### src/rtl/ara_fpga_rst_pkg.sv
// Shared types, default parameters and counter sizing for the FPGA reset sequencer.
package ara_fpga_rst_pkg;

  typedef enum logic [2:0] {
    RST_WAIT_LOCK = 3'd0,
    RST_LOCK_FILT = 3'd1,
    RST_DM_REL    = 3'd2,
    RST_RUN       = 3'd3,
    RST_NDM_RST   = 3'd4
  } rst_seq_state_e;

  localparam int DefSyncStages       = 2;
  localparam int DefLockFilterCycles = 256;
  localparam int DefSocDelayCycles   = 16;
  localparam int DefNdmMinCycles     = 4;

  // One extra bit over the largest count keeps the terminal compares free of wrap concerns.
  function automatic int rst_cnt_width(input int a, input int b, input int c);
    int m;
    m = a;
    if (b > m) m = b;
    if (c > m) m = c;
    return $clog2(m) + 1;
  endfunction

endpackage

### src/rtl/ara_fpga_rst_sync.sv
// N-stage synchroniser for a single asynchronous level into core_clk, cleared by sys_rst_n.
module ara_fpga_rst_sync #(
  parameter int Stages = 2
) (
  input  logic core_clk,
  input  logic sys_rst_n,
  input  logic d_i,
  output logic q_o
);

  (* ASYNC_REG = "TRUE" *) logic [Stages-1:0] sync_q;

  always_ff @(posedge core_clk or negedge sys_rst_n) begin
    if (!sys_rst_n) begin
      sync_q <= '0;
    end else begin
      sync_q <= {sync_q[Stages-2:0], d_i};
    end
  end

  assign q_o = sync_q[Stages-1];

endmodule

### src/rtl/ara_fpga_rst_seq.sv
// Reset sequencer: qualifies PLL lock, releases debug-module then SoC reset, handles ndmreset.
// Optional lock monitoring after release is enabled by defining ARA_RST_SEQ_LOCK_MONITOR_EN.
module ara_fpga_rst_seq
  import ara_fpga_rst_pkg::*;
#(
  parameter int SyncStages       = DefSyncStages,
  parameter int LockFilterCycles = DefLockFilterCycles,
  parameter int SocDelayCycles   = DefSocDelayCycles,
  parameter int NdmMinCycles     = DefNdmMinCycles
) (
  input  logic       core_clk,
  input  logic       sys_rst_n,
  input  logic       pll_locked_i,
  input  logic       ndmreset_i,
  output logic       rst_dm_no,
  output logic       rst_soc_no,
  output logic       rst_done_o,
  output logic [2:0] state_o,
  output logic       lock_lost_o
);

  // state     | meaning
  // WAIT_LOCK | both resets held, waiting for synchronised lock
  // LOCK_FILT | lock must stay high LockFilterCycles cycles
  // DM_REL    | debug module released, SoC release delay running
  // RUN       | everything released
  // NDM_RST   | SoC reset re-asserted by debug ndmreset
  localparam logic [2:0] StWaitLock = RST_WAIT_LOCK;
  localparam logic [2:0] StLockFilt = RST_LOCK_FILT;
  localparam logic [2:0] StDmRel    = RST_DM_REL;
  localparam logic [2:0] StRun      = RST_RUN;
  localparam logic [2:0] StNdmRst   = RST_NDM_RST;

  localparam int CntW = rst_cnt_width(LockFilterCycles, SocDelayCycles, NdmMinCycles);
  localparam logic [CntW-1:0] CntOne  = CntW'(1);
  localparam logic [CntW-1:0] LfLast  = CntW'(LockFilterCycles - 1);
  localparam logic [CntW-1:0] SdLast  = CntW'(SocDelayCycles - 1);
  localparam logic [CntW-1:0] NdmLast = CntW'(NdmMinCycles - 1);

`ifdef ARA_RST_SEQ_LOCK_MONITOR_EN
  localparam bit LockMonEn = 1'b1;
`else
  localparam bit LockMonEn = 1'b0;
`endif

  logic            lock_s;
  logic [2:0]      state_q, state_d;
  logic [CntW-1:0] cnt_q, cnt_d;
  logic            lock_lost_q, lock_lost_d;
  logic            rst_dm_q, rst_soc_q, done_q;

  ara_fpga_rst_sync #(
    .Stages (SyncStages)
  ) u_lock_sync (
    .core_clk  (core_clk),
    .sys_rst_n (sys_rst_n),
    .d_i       (pll_locked_i),
    .q_o       (lock_s)
  );

  always_comb begin
    state_d     = state_q;
    cnt_d       = cnt_q;
    lock_lost_d = lock_lost_q;
    case (state_q)
      StWaitLock: begin
        if (lock_s) state_d = StLockFilt;
      end
      StLockFilt: begin
        if (!lock_s)               state_d = StWaitLock;
        else if (cnt_q == LfLast)  state_d = StDmRel;
        else                       cnt_d   = cnt_q + CntOne;
      end
      StDmRel: begin
        if (!lock_s) begin
          state_d     = StWaitLock;
          lock_lost_d = 1'b1;
        end else if (ndmreset_i) begin
          cnt_d = '0;
        end else if (cnt_q == SdLast) begin
          state_d = StRun;
        end else begin
          cnt_d = cnt_q + CntOne;
        end
      end
      StRun: begin
        if (LockMonEn && !lock_s) begin
          state_d     = StWaitLock;
          lock_lost_d = 1'b1;
        end else if (ndmreset_i) begin
          state_d = StNdmRst;
        end
      end
      StNdmRst: begin
        // Counter parks at its terminal value so a long request just holds the pulse.
        if (LockMonEn && !lock_s) begin
          state_d     = StWaitLock;
          lock_lost_d = 1'b1;
        end else if (!ndmreset_i && cnt_q == NdmLast) begin
          state_d = StRun;
        end else if (cnt_q != NdmLast) begin
          cnt_d = cnt_q + CntOne;
        end
      end
      default: state_d = StWaitLock;
    endcase
    if (state_d != state_q) cnt_d = '0;
  end

  // Outputs decode state_d so each reset changes on the same edge as the state.
  always_ff @(posedge core_clk or negedge sys_rst_n) begin
    if (!sys_rst_n) begin
      state_q     <= StWaitLock;
      cnt_q       <= '0;
      lock_lost_q <= 1'b0;
      rst_dm_q    <= 1'b0;
      rst_soc_q   <= 1'b0;
      done_q      <= 1'b0;
    end else begin
      state_q     <= state_d;
      cnt_q       <= cnt_d;
      lock_lost_q <= lock_lost_d;
      rst_dm_q    <= (state_d == StDmRel) || (state_d == StRun) || (state_d == StNdmRst);
      rst_soc_q   <= (state_d == StRun);
      done_q      <= (state_d == StRun);
    end
  end

  assign rst_dm_no   = rst_dm_q;
  assign rst_soc_no  = rst_soc_q;
  assign rst_done_o  = done_q;
  assign state_o     = state_q;
  assign lock_lost_o = lock_lost_q;

endmodule

### config.mk
export PLATFORM = sky130hd
export DESIGN_NAME = ara_fpga_rst_seq
export DESIGN_NICKNAME = d
export VERILOG_FILES = /design/src/rtl/ara_fpga_rst_pkg.sv /design/src/rtl/ara_fpga_rst_sync.sv /design/src/rtl/ara_fpga_rst_seq.sv
export SDC_FILE = /design/constraint.sdc
export NUM_CORES = 1
export LEC_CHECK = 0
export BUFFER_PORTS_ARGS = -buffer_cell sky130_fd_sc_hd__buf_4
export CORE_ASPECT_RATIO = 0.9
export CORE_MARGIN = 5
export CORE_UTILIZATION = 61
export CTS_CLUSTER_DIAMETER = 60
export CTS_CLUSTER_SIZE = 16
export DETAILED_ROUTE_END_ITERATION = 7
export GPL_ROUTABILITY_DRIVEN = 0
export PLACE_DENSITY = 0.82
export RECOVER_POWER = 100
export SLEW_MARGIN = 10
export SYNTH_ARGS = -nofsm -noshare
export SYNTH_HDL_FRONTEND = slang
export SYNTH_HIERARCHICAL = 1
export SYNTH_SLANG_ARGS = --single-unit
### constraint.sdc
create_clock -name core_clk -period 4.5 [get_ports core_clk]
set_clock_uncertainty 0.1 [all_clocks]
set_input_delay 0.9 -clock core_clk [delete_from_list [all_inputs] [get_ports core_clk]]
set_output_delay 0.9 -clock core_clk [all_outputs]
set_load 0.02 [all_outputs]
=== Yosys cells after proc, flatten, opt, wreduce, memory -nomap -nowiden ===
Index checks and enable logic that the tools add are counted.
Widths: inputs -> output; s select.

* Register bits: 17
* Input bits: 4
* Output and inout port bits: 7
* Word-level logic and storage cells: 52

* $add $sub $neg: 1
* Eq/ne operators: 18
* Muxes and demuxes: 18
* Bitwise logic cells: 1
* Reductions and logical operators: 8

{| class="wikitable"
|+ Operators by type and width
! cell !! number
|-
| $mux 9 || 8
|-
| $pmux 9 s3 || 1
|-
| $mux 3 || 8
|-
| $pmux 3 s5 || 1
|-
| $eq 3x2->1 const B || 4
|-
| $add 9x1->9 const B || 1
|-
| $eq 9x2->1 const B || 1
|-
| $eq 9x4->1 const B || 1
|-
| $eq 9x8->1 const B || 1
|-
| $ne 3x3->1 const B || 3
|-
| $ne 9x2->1 const B || 1
|-
| $reduce_and 7->1 || 1
|-
| $eq 3x3->1 const B || 2
|-
| $ne 3x2->1 const B || 2
|-
| $ne 4x4->1 const B || 1
|-
| $reduce_bool 4->1 || 1
|-
| $eq 3x1->1 const B || 1
|-
| $logic_not 3->1 || 1
|-
| $ne 3x3->1 || 1
|-
| $logic_or 1x1->1 || 2
|-
| $reduce_and 2->1 || 1
|-
| $logic_and 1x1->1 || 1
|-
| $logic_not 1->1 || 1
|-
| $not 1->1 || 1
|}

=== Longest topological paths before layout ===
* Word-level depth: 8
* Gate-level depth with buffers: 11
* Mapped depth without buffers: 10

=== Cells and area by module ===
Netlist, hierarchy kept.

{| class="wikitable"
|+ By module, submodules not included
! module !! instances !! cells each !! area an instance (µm²) !! sequential area each (µm²)
|-
| ara_fpga_rst_seq || 1 || 108 || 1008.5 || 375.4
|-
| ara_fpga_rst_sync || 1 || 2 || 50.0 || 50.0
|}

=== Least setup slack after synthesis ===
OpenSTA, ideal clock, no wires.

* Kind: register to register
* Start point: register cnt_q[0]
* End point: register cnt_q[8]
* Library setup time: 0.127 ns
* Arrival: 2.203 ns
* Data required time: 4.273 ns
* Slack: 2.069 ns
* Stages on the path, launching flop included: 12
* Path buffers: 1
* Clock period less this slack: 2.431 ns
* Cell sequence: dfrtp_1 ha_1 and3_1 and3_2 and3_1 ha_1 nor2b_1 a211oi_2 a21oi_2 buf_6 mux2i_1 nor2_1

* Word-level cells in the longest chain between the ends: 8
* Elaborated cells on any way between the ends: 31

{| class="wikitable"
|+ Ends and longest elaborated chain
! what !! RTL line !! text
|-
| start, declared || ara_fpga_rst_seq.sv:48 || <nowiki>logic [CntW-1:0] cnt_q, cnt_d;</nowiki>
|-
| start signal, assigned || ara_fpga_rst_seq.sv:121 || <nowiki>cnt_q <= cnt_d;</nowiki>
|-
| $eq 9x4->1 || ara_fpga_rst_seq.sv:80 || <nowiki>end else if (cnt_q == SdLast) begin</nowiki>
|-
| $mux 3 || ara_fpga_rst_seq.sv:80 ||
|-
| $mux 3 || ara_fpga_rst_seq.sv:78 || <nowiki>end else if (ndmreset_i) begin</nowiki>
|-
| $mux 3 || ara_fpga_rst_seq.sv:75 || <nowiki>if (!lock_s) begin</nowiki>
|-
| $pmux 3 s5 || ara_fpga_rst_seq.sv:65 || <nowiki>case (state_q)</nowiki>
|-
| $ne 3x3->1 || ara_fpga_rst_seq.sv:107 || <nowiki>if (state_d != state_q) cnt_d = '0;</nowiki>
|-
| $ne 4x4->1 (no source line), or another cell as far along || - ||
|-
| $reduce_and 7->1 (no source line) || - ||
|}

Several ways; a longest one is shown, not always the timed one. The select of a mux whose other input is x is not followed.
A chain may end at the register's enable or synchronous reset.

=== Worst setup path after layout ===
* Start point: register cnt_q[0]
* End point: register cnt_q[3]

The elaborated chain is that of the path after synthesis.

==> out/metrics.csv <==
metric;value;unit
Worst-Margin Slew;0.936;ns
Routed WL;2280;µm
Synth Area in Compound Gates;0.188;
total CTS buffers;3;
Rows;14;
DR DRC count;0;
Adder-Cell Fraction of Synth Area;0.0236;
antenna viol nets, final;0;
post-synthesis xor/xnor area fraction;0;
clk_lat worst skew;0.29;ns
Reg2Reg Setup Slack;1.26;ns
cell with the most instances after synthesis;dfrtp_1;
drt first pass iters;4;
clock tree buffer depth;2;
postcts setup bufs;0;
final-stage net count;125;
pre-CTS setup slack;1.63;ns
Finish-stage setup viols;0;
Lkg Pwr;0.487;nW
Worst-path clk slew;0.10;ns
post-synth net total;116;
htree depth;1;
fin crit share;0.721;
HP Class;register to register;
Synth area leader;dfrtp_1;
via/cell ratio;5.92;
GRT Overall Usage;0.193;
Inst Count DP;138;
post-route setup slack;1.26;ns
outcome;complete, no violations;
post-CTS sizing;0;
Worst Path Arrival;3.34;ns
Die Y;49.5;µm
Commonest cells post-synth;17 x dfrtp_1, 12 x nor2_1, 8 x nand2_1;
ANT cells;0;
vias in the first global route;807;
Crit. End Element;register;
layout cell share with drive strength beyond 1;0.144;
Netlist Area Pre-Place;1060;µm²
R2R depth;10;
reg2reg start;cnt_q[0]$_DFFE_PN0P_;
initial antenna violation count;0;
average cell area after synthesis;9.62;µm²
final cell count without fillers;142;
Main synth FF type;dfrtp_1;
Yosys cell types;42;
worst vdd ir;0.000210;V
number of synthesized register bits;17;
die width;53.9;µm
# Max-Cap Violations;0;
hold path depth;0;
FILL cells;153;
CTS Hold Bufs;0;
IO Pins;11;
clock sinks;17;
global-route wire length before repair;3710;µm
DR iter-0 viols;19;
register area share after synthesis;0.402;
drt wl/cell;16.0;µm
synth top area cells;dfrtp_1 40%, nor2_1 4.3%, a21oi_1 3.3%;
total gr overflow;0;
simple-gate share of the synthesized area;0.317;
TritonCTS clock tree;built;
Max FO, Critical Path;13;
multiplexer share of the synthesized area;0.00946;
Vias;841;
area grow syn2layout;4.14;%
Yosys warning total;6;
TNS Setup;0;ns
Worst Min Path Start;u_lock_sync/sync_q[0]$_DFF_PN0_;
combinational family with the most area after synthesis;simple AND/OR/NAND/NOR gates;
Tmin final;3.24;ns
largest net degree at the start of global routing;18;
Final Hold Viols;0;
Setup CP Type;register to register;
ys async rst share;1.00;
max-slew headroom at the worst pin;0.376;
setup repair after global routing missed its margin;false;
starting density of the core;0.636;
number of synthesized flops with an enable pin;0;
end of the worst hold path;u_lock_sync/sync_q[1]$_DFF_PN0_;
PortBufs;10;
Slew Viols, Final;0;
critical path startpoint category;register;
reg-to-reg critical path endpoint;cnt_q[3]$_DFFE_PN0P_;
clock root cell;clkbuf_4;
Fmax;308;MHz
Die Footprint;2670;µm²
Detail Placement HPWL;1670;µm
post-synth top area share;0.402;
Syn Inst Count;110;
Hold WS;0.260;ns
pwr/cell area;235;nW/µm²
area of the core;1660;µm²
Worst EP required;4.59;ns
[logic make-up (layout without fill, tap and decap cells)]
| logic type | Yosys count | in the layout |
|---|---|---|
| AO/OA/AOI/OAI | 27 | 27 |
| adder cells (fa/ha/maj) | 2 | 2 |
| buffers and inverters | 10 | 18 |
| flip-flops | 17 | 17 |
| multiplexers | 1 | 1 |
| AND/OR/NAND/NOR | 53 | 53 |
[worst max-delay path: stages (launching register included)]
cell,delay (ns)
dfrtp_1,0.42
ha_1,0.24
and3_1,0.21
and3_2,0.23
and3_1,0.18
ha_1,0.21
nor2b_1,0.17
a211oi_1,0.16
a21oi_1,0.77
a31oi_1,0.17
a311oi_1,0.29
[cell type report]
class | count | area, µm² | area share
multi-input combinational | 83 | 559 | 0.507
sequential | 17 | 425 | 0.386
timing repair buffer | 10 | 45.0 | 0.0409
tap | 24 | 30.0 | 0.0272
clock buffer | 3 | 22.5 | 0.0204
inverter | 4 | 15.0 | 0.0136
clock inverter | 1 | 5.00 | 0.00454
[layer usage]
layer | vias to the layer above | part of all wire | wire (µm) | global-route usage
li1 | 415 | - | - | -
met1 | 405 | 0.46 | 1060 | 0.258
met2 | 17 | 0.49 | 1110 | 0.292
met3 | 4 | 0.036 | 82 | 0.0602
met4 | 0 | 0.011 | 25 | 0.0596
met5 | - | 0 | 0 | 0
[placed cells by master, fill, tap and decap left out, drive strengths merged, types with 2 or more instances in the layout]
cell,instances
inv,4
a31oi,3
dfrtp,17
nand3b,2
nand2,8
o21ai,5
a21oi,10
nand2b,4
ha,2
or2b,3
nor2,12
a211oi,3
clkbuf,12
and3,4
nand3,3
nor3,3
nor3b,2
nand4b,4
[worst max path at each step]
stage / startpoint / end / slack, ns / cells after the start
detailed placement: cnt_q[0]$_DFFE_PN0P_ / cnt_q[3]$_DFFE_PN0P_ / 1.63 / 10
global placement: cnt_q[0]$_DFFE_PN0P_ / cnt_q[3]$_DFFE_PN0P_ / 1.77 / 10
finish: cnt_q[0]$_DFFE_PN0P_ / cnt_q[3]$_DFFE_PN0P_ / 1.26 / 10
floorplan: cnt_q[0]$_DFFE_PN0P_ / cnt_q[8]$_DFFE_PN0P_ / 2.07 / 11
global route: cnt_q[0]$_DFFE_PN0P_ / cnt_q[3]$_DFFE_PN0P_ / 1.0 / 10
CTS: cnt_q[0]$_DFFE_PN0P_ / cnt_q[3]$_DFFE_PN0P_ / 1.61 / 10
[metrics by stage]
| step | total power, mW | util | cell area (µm²) |
|---|---|---|---|
| after floorplan | 0.178 | - | 1060 |
| after global placement | 0.185 | 0.670 | 1110 |
| after detailed placement | 0.186 | 0.670 | 1110 |
| after CTS | 0.265 | 0.686 | 1140 |
| after global routing | 0.272 | 0.662 | 1100 |
| final | 0.259 | 0.662 | 1100 |
[state kept, by name (all words and copies together), names as in the netlist]
name / flops
rst_done_o: 1
u_lock_sync/sync_q: 2
cnt_q: 9
state_o: 3
lock_lost_o: 1
rst_dm_no: 1
[report_power, final]
part	switching (mW)	leakage [nW]	internal, mW
Clock	0.0454	0.0177	0.0330
Combinational	0.0147	0.241	0.00715
Sequential	0.00347	0.229	0.156
Power figures use the tool's default switching activity.
